===== config.mk =====
export PLATFORM = sky130hd
export DESIGN_NAME = bin2bcd_seq_flat
export DESIGN_NICKNAME = d
export VERILOG_FILES = /design/src/rtl/bin2bcd_seq_if.sv /design/src/rtl/bin2bcd_seq.sv /design/src/flat_wrapper.sv
export SDC_FILE = /design/constraint.sdc
export NUM_CORES = 1
export LEC_CHECK = 0
export CAP_MARGIN = 20
export CORE_MARGIN = 8
export CORE_UTILIZATION = 60
export DETAILED_ROUTE_END_ITERATION = 16
export GPL_TIMING_DRIVEN = 0
export PLACE_DENSITY = 0.91
export SETUP_SLACK_MARGIN = 0.05
export SYNTH_ARGS = -nofsm -noshare
export SYNTH_HDL_FRONTEND = slang
export SYNTH_SLANG_ARGS = --single-unit

===== constraint.sdc =====
create_clock -name CLK -period 2.7 [get_ports CLK]
set_clock_uncertainty 0.1 [all_clocks]
set_input_delay 0.405 -clock CLK [delete_from_list [all_inputs] [get_ports CLK]]
set_output_delay 0.405 -clock CLK [all_outputs]
set_load 0.02 [all_outputs]

===== src/rtl/bin2bcd_seq_if.sv =====
// Handshake/data bundle for bin2bcd_seq.
//   master : drives START (conversion request) and BIN (binary value); sees the results.
//   slave  : the converter; drives BUSY, DONE (one-cycle result pulse),
//            BCD (4*DIGITS bits, digit 0 in [3:0]) and OVF (result exceeded 10^DIGITS-1).
interface bin2bcd_seq_if #(
  parameter int unsigned BIN_W  = 26,
  parameter int unsigned DIGITS = 8
);
  logic                  START;
  logic [BIN_W-1:0]      BIN;
  logic                  BUSY;
  logic                  DONE;
  logic [4*DIGITS-1:0]   BCD;
  logic                  OVF;

  modport master (
    output START, BIN,
    input  BUSY, DONE, BCD, OVF
  );

  modport slave (
    input  START, BIN,
    output BUSY, DONE, BCD, OVF
  );
endinterface


===== src/rtl/bin2bcd_seq.sv =====
// Sequential binary-to-BCD converter (iterative double-dabble, one bit per cycle).
// A START seen in IDLE snapshots BIN; BIN_W shift cycles later the FINISH state writes
// BCD/OVF and DONE pulses for one cycle. BCD/OVF hold their value between results so the
// display never shows a half-converted number.
//
// Ports:
//   CLK  : clock, rising edge.
//   RSET : synchronous active-high reset; aborts any conversion in flight.
//   bus  : bin2bcd_seq_if.slave -- START/BIN in, BUSY/DONE/BCD/OVF out.
//
// Parameters: BIN_W (1..32) input width, DIGITS (1..10) output digits.
//
// Optional build macro BIN2BCD_LZB_EN: leading-zero blanking. When defined, digits above
// the most significant non-zero digit are written as 4'hF (decoder shows blank). Digit 0
// is never blanked and an overflowed result is never blanked.
module bin2bcd_seq #(
  parameter int unsigned BIN_W  = 26,
  parameter int unsigned DIGITS = 8
) (
  input  logic         CLK,
  input  logic         RSET,
  bin2bcd_seq_if.slave bus
);

  localparam int unsigned BCD_W = 4 * DIGITS;
  localparam int unsigned CNT_W = $clog2(BIN_W + 1);

  localparam logic [1:0] S_IDLE   = 2'd0;
  localparam logic [1:0] S_SHIFT  = 2'd1;
  localparam logic [1:0] S_FINISH = 2'd2;

  logic [1:0]       r_state;
  logic [BIN_W-1:0] r_shift;
  logic [BCD_W-1:0] r_scratch;
  logic             r_ovf_flag;
  logic [CNT_W-1:0] r_cnt;
  logic [BCD_W-1:0] r_bcd;
  logic             r_ovf;
  logic             r_done;

  logic [BCD_W-1:0] w_adj;
  logic [BCD_W-1:0] w_scratch_nxt;
  logic [BIN_W-1:0] w_shift_nxt;
  logic             w_carry;
  logic [BCD_W-1:0] w_result;

  // Add-3 correction on every digit >= 5 before the shift.
  always_comb begin
    w_adj = r_scratch;
    for (int k = 0; k < int'(DIGITS); k++) begin
      if (r_scratch[4*k +: 4] >= 4'd5) begin
        w_adj[4*k +: 4] = r_scratch[4*k +: 4] + 4'd3;
      end
    end
  end

  // The bit leaving the top digit is a carry worth 10^DIGITS; dropping it leaves the
  // result modulo 10^DIGITS, and it is remembered as overflow.
  assign w_carry       = w_adj[BCD_W-1];
  assign w_scratch_nxt = {w_adj[BCD_W-2:0], r_shift[BIN_W-1]};
  assign w_shift_nxt   = r_shift << 1;

`ifdef BIN2BCD_LZB_EN
  logic w_lead;

  always_comb begin
    w_result = r_scratch;
    w_lead   = ~r_ovf_flag;
    for (int k = int'(DIGITS) - 1; k >= 1; k--) begin
      if (r_scratch[4*k +: 4] != 4'd0) begin
        w_lead = 1'b0;
      end
      if (w_lead) begin
        w_result[4*k +: 4] = 4'hF;
      end
    end
  end
`else
  assign w_result = r_scratch;
`endif

  always_ff @(posedge CLK) begin
    if (RSET) begin
      r_state    <= S_IDLE;
      r_shift    <= '0;
      r_scratch  <= '0;
      r_ovf_flag <= 1'b0;
      r_cnt      <= '0;
      r_bcd      <= '0;
      r_ovf      <= 1'b0;
      r_done     <= 1'b0;
    end else begin
      r_done <= 1'b0;
      case (r_state)
        S_IDLE: begin
          if (bus.START) begin
            r_shift    <= bus.BIN;
            r_scratch  <= '0;
            r_ovf_flag <= 1'b0;
            r_cnt      <= CNT_W'(BIN_W);
            r_state    <= S_SHIFT;
          end
        end
        S_SHIFT: begin
          r_shift    <= w_shift_nxt;
          r_scratch  <= w_scratch_nxt;
          r_ovf_flag <= r_ovf_flag | w_carry;
          r_cnt      <= r_cnt - 1'b1;
          if (r_cnt == CNT_W'(1)) begin
            r_state <= S_FINISH;
          end
        end
        S_FINISH: begin
          r_bcd   <= w_result;
          r_ovf   <= r_ovf_flag;
          r_done  <= 1'b1;
          r_state <= S_IDLE;
        end
        default: r_state <= S_IDLE;
      endcase
    end
  end

  assign bus.BUSY = (r_state != S_IDLE);
  assign bus.DONE = r_done;
  assign bus.BCD  = r_bcd;
  assign bus.OVF  = r_ovf;

endmodule


===== src/flat_wrapper.sv =====
// flat-port wrapper written by rule: the top's interface ports become plain ports
module bin2bcd_seq_flat 
#(
  parameter int unsigned BIN_W  = 26,
  parameter int unsigned DIGITS = 8
)
  (CLK, RSET, bus_START, bus_BIN, bus_BUSY, bus_DONE, bus_BCD, bus_OVF);
  bin2bcd_seq_if #(.BIN_W(BIN_W), .DIGITS(DIGITS)) bus_i ();
  input  logic CLK;
  input  logic RSET;
  input wire logic [$bits(bus_i.START)-1:0] bus_START;
  input wire logic [$bits(bus_i.BIN)-1:0] bus_BIN;
  output wire logic [$bits(bus_i.BUSY)-1:0] bus_BUSY;
  output wire logic [$bits(bus_i.DONE)-1:0] bus_DONE;
  output wire logic [$bits(bus_i.BCD)-1:0] bus_BCD;
  output wire logic [$bits(bus_i.OVF)-1:0] bus_OVF;
  assign bus_i.START = bus_START;
  assign bus_i.BIN = bus_BIN;
  assign bus_BUSY = bus_i.BUSY;
  assign bus_DONE = bus_i.DONE;
  assign bus_BCD = bus_i.BCD;
  assign bus_OVF = bus_i.OVF;
  bin2bcd_seq #(.BIN_W(BIN_W), .DIGITS(DIGITS)) u_core (.CLK(CLK), .RSET(RSET), .bus(bus_i));
endmodule

# --- Word level (Yosys, flattened, before mapping) ---
# Index checks and enable logic that the tools add are counted.
classes:
  add_sub_neg: 9
  n_lt_le_gt_ge: 8
  n_eq_ne: 5
  mux: 20
  bitwise: 1
  n_reduce_logical: 5
ops:
  columns: ["operator", "n"]
  rows:
  - ["$pmux 32 s2", 1]
  - ["$pmux 26 s2", 1]
  - ["$add 4x2->4 const B", 8]
  - ["$ge 4x3->1 const B", 8]
  - ["$mux 32", 1]
  - ["$mux 4", 8]
  - ["$mux 26", 1]
  - ["$pmux 5 s2", 1]
  - ["$eq 5x1->1 const B", 1]
  - ["$mux 5", 1]
  - ["$sub 5x1->5 const B", 1]
  - ["$mux 2", 2]
  - ["$pmux 2 s2", 1]
  - ["$reduce_and 2->1", 2]
  - ["$reduce_bool 2->1", 2]
  - ["$eq 2x1->1 const B", 1]
  - ["$eq 2x2->1 const B", 1]
  - ["$logic_not 2->1", 1]
  - ["$mux 1", 2]
  - ["$ne 2x1->1 const B", 1]
  - ["$ne 2x2->1 const B", 1]
  - ["$pmux 1 s2", 1]
  - ["$or 1x1->1", 1]
totals:
  ff_bits: 100
  in_bits: 29
  output_inout_bits: 35
  elab_cells: 56

# --- Logic depth before layout (Yosys ltp) ---
depth:
  word_depth: 4
  mapped_depth: 6
  depth_no_buf: 5

# --- Worst setup path after synthesis ---
# No wires, ideal clock.
synth_timing:
  path_kind: "register to output"
  from: "register u_core.r_state[1]"
  to: "output port bus_BUSY"
  arrival_time_ns: 1.086
  required_time_ns: 2.195
  path_slack_ns: 1.109
  path_stages_with_launch: 5
  path_buffers: 3
  path_cell_list: "dfxtp_1 buf_6 buf_6 buf_2 or2_2"
synth_between:
  elab_chain_len: 1
synth_rtl:
  columns: ["element", "line_no", "rtl"]
  rows:
  - ["from (decl)", "bin2bcd_seq.sv:32", "logic [1:0] r_state;"]
  - ["from (signal assigned)", "bin2bcd_seq.sv:84", "r_state <= S_IDLE;"]
  - ["from (signal assigned)", "bin2bcd_seq.sv:101", "r_state <= S_SHIFT;"]
  - ["from (signal assigned)", "bin2bcd_seq.sv:110", "r_state <= S_FINISH;"]
  - ["$reduce_bool 2->1", "bin2bcd_seq.sv:124", "assign bus.BUSY = (r_state != S_IDLE);"]
  - ["to (decl)", "flat_wrapper.sv:13", "output wire logic [$bits(bus_i.BUSY)-1:0] bus_BUSY;"]
# No other way between the ends.

# --- Final worst setup path ---
layout_timing:
  from: "register u_core.r_state[0]"
  to: "output port bus_BUSY"
# The elaborated chain is that of the path after synthesis.

==> impl_metrics.ini <==
[cts]
clk_latency_ns = 0.37
cts_buffers = 9
cts.sinks = 100
clockBufferDepth = 2
cts.htree.levels = 3
hold_buffers = 0
cts_tree = done
cts_root_buf = clkbuf_8
clkTransAtPathRegs_ns = 0.09

[layout]
final_nets = 753
drive_above_1_share = 0.1310
final_util = 0.7215
syn_to_final_growth_pct = 18.70
design_area_sq_um = 6170
num-fill-cells = 632
diodes = 0

[detailed_routing]
vias = 5016
drt_iter0_drc = 343
wirelength_mm = 14.33
antenna_left = 0
dr.pass1.iters = 5
drc = 0
viasPerCell = 6.132
wl_per_cell_um = 17.52

[floorplanning]
fp.coreArea_sq_um = 8551
die_width_um = 109.1
num_rows = 34
die_h_um = 109.1
ioPinCount = 64
start_util = 0.6078
dieArea_sq_um = 11900

[grt]
grt_pass1_wl_mm = 23.38
grt_overflow = 0
grt_antenna_before_repair = 0
grt_max_degree = 16
grt_pass1_vias = 5135
grtUsageTotal = 0.2447

[synthesis]
synth-edff-count = 0
synthArstFlopShare = 0
yosys-top-cells-area = dfxtp_1 (39%), a21oi_1 (8.3%), nand2_1 (4.8%), o221a_2 (4.8%), o211ai_1 (4.6%)
synth.most_common_cell = dfxtp_1
syn-num-nets = 679
synth_common_cells = dfxtp_1 (100), a21oi_1 (86), nand2_1 (67)
synth_xor_area_frac = 0.01348
syn_inst = 632
synth_top_area_frac = 0.3852
synth_top_area_cell = dfxtp_1
synth_compound_area_frac = 0.2441
yosys_register_bits = 100
yosysWarnings = 0
synthAdderAreaFrac = 0.04333
synthMuxAreaShare = 0.001926
yosysSeqAreaShare = 0.3852
ys_types = 46
ys.flop_type = dfxtp_1
syn_area_sq_um = 5197
post_synth.cell_area_avg_sq_um = 8.224
synthSimpleGateAreaFrac = 0.2118
synth_top_family_by_area = compound AO/OA/AOI/OAI gates

[power_and_ir_drop]
cellLeakagePower_nw = 2.135
total_power_mw = 3.073
ir_drop_mv = 0.2898
p_per_area_nw_per_um2 = 498.1

[sta]
worstMarginPinSlew_ns = 0.5940
fin_crit_sh = 0.8406
relSlewSlack = 0.6040
rsz0062_at_grt = no
setup_viol = 0
fmax_mhz = 440.6
setup_tns_ns = 0
finalHoldViolations = 0
finalCriticalPeriod_ns = 2.270
holdWs_ns = 0.3580
drv_slew = 0

[hold_path]
hold_path.class = reg -> reg

[setup_path]
criticalPathCategory = reg -> out
critPathSlowestCell = dfxtp_1
crit_family = buffers and inverters
cpPeakStageDelay_ns = 0.31
path_buf_inv = 4
cp.required_ns = 2.19
critical_path_arrival_ns = 1.76
critPathLaunchType = register
cp_cell_sequence = buf_6 > buf_2 > clkbuf_4 > or2_2 > dlymetal6s2s_1
cp_max_fo = 10
end_kind = output pin

[place]
placed_cell_area_sq_um = 5963
gp_congestion = 0.9168
post-dp-hpwl_mm = 10.07
io_buffers = 63

[status]
status = finished clean

[flow_run]
cap_viol_max_count = 0
final cells by class:
cell class / count / area (sq um) / share of cell area
flip-flops and latches: 100 / 2002 / 0.3245
well taps: 108 / 135.1 / 0.02190
inverters: 59 / 221.5 / 0.03590
multi-input cells: 422 / 2675 / 0.4336
repair buffers: 63 / 633.1 / 0.1026
clock inverters: 3 / 46.29 / 0.007504
plain buffers: 51 / 301.5 / 0.04887
clock buffers: 12 / 155.1 / 0.02515
cell families (layout without fill, tap and decap cells):
logic type      after synthesis  count (layout)
buf+inv                     110             188
mux                           1               1
flops                       100             100
simple gates                207             207
xor+xnor                      8               8
compound gates              188             188
fa+ha+maj                    18              18
final timing paths:
path	from	end	slack, ns	depth (start not counted)
setup reg to reg	u_core.r_state[0]$_SDFFE_PP0P_	u_core.r_scratch[22]$_SDFFE_PP0P_	0.96	5
hold / removal	u_core.bus.BCD[9]$_SDFFE_PP0P_	u_core.bus.BCD[9]$_SDFFE_PP0P_	0.36	2
setup / recovery	u_core.r_state[0]$_SDFFE_PP0P_	bus_BUSY	0.43	5
hold reg to reg	u_core.bus.BCD[9]$_SDFFE_PP0P_	u_core.bus.BCD[9]$_SDFFE_PP0P_	0.36	2
worst register-to-register path: stages, from the launching register on:
cell	delay, ns
dfxtp_1	0.33
buf_6	0.14
clkbuf_1	0.38
nor4bb_1	0.40
o211ai_1	0.19
o211ai_1	0.13
flip-flops by register name, indices dropped and copies added, names as in the netlist:
name	count
u_core.bus.DONE	1
u_core.r_scratch	32
u_core.r_state	2
u_core.bus.BCD	32
u_core.r_cnt	5
u_core.r_ovf_flag	1
u_core.r_shift	26
u_core.bus.OVF	1
layout by cell type (no fill, tap or decap), drive strengths merged, types with 10 or more instances in the layout:
cell type      synthesis  routed
buf                   43      42
o221a                 22      22
nor2b                 10      10
nor2                  46      46
ha                    18      18
dfxtp                100     100
clkdlybuf4s50          0      62
nor4bb                13      13
nand2                 68      68
nand3                 40      40
inv                   59      59
a21oi                 86      86
o21ai                 19      19
clkbuf                 8      21
nor4b                 10      10
o211ai                32      32
power by group:
group	internal (mW)	switching, mW	leakage, nW	total (mW)
Clock	0.477	0.513	0.0987	0.989
Combinational	0.210	0.284	1.22	0.494
Sequential	1.54	0.0507	0.813	1.59
Total	2.23	0.847	2.13	3.07
stage by stage:
stage	worst slack (ns)	std cells
after floorplan	1.109	632
after global placement	0.4949	803
after detailed placement	0.4658	803
after CTS	0.06656	818
after global routing	0.3838	818
final	0.4304	818
per-layer routing:
| layer | global-route usage | wire (um) | vias to the layer above |
|---|---|---|---|
| met5 | 0 | 0 | - |
| met4 | 0.1408 | 496 | 0 |
| met3 | 0.04846 | 1260 | 58 |
| met2 | 0.4211 | 6952 | 273 |
| met1 | 0.2766 | 5619 | 2322 |
| li1 | - | - | 2363 |
repair_timing:
action	in CTS	in global routing
setup buffers	0	0
setup endpoints to repair	0	1
gates resized for setup	0	2
hold endpoints to repair	0	0
(Power assumes the default switching activity.)
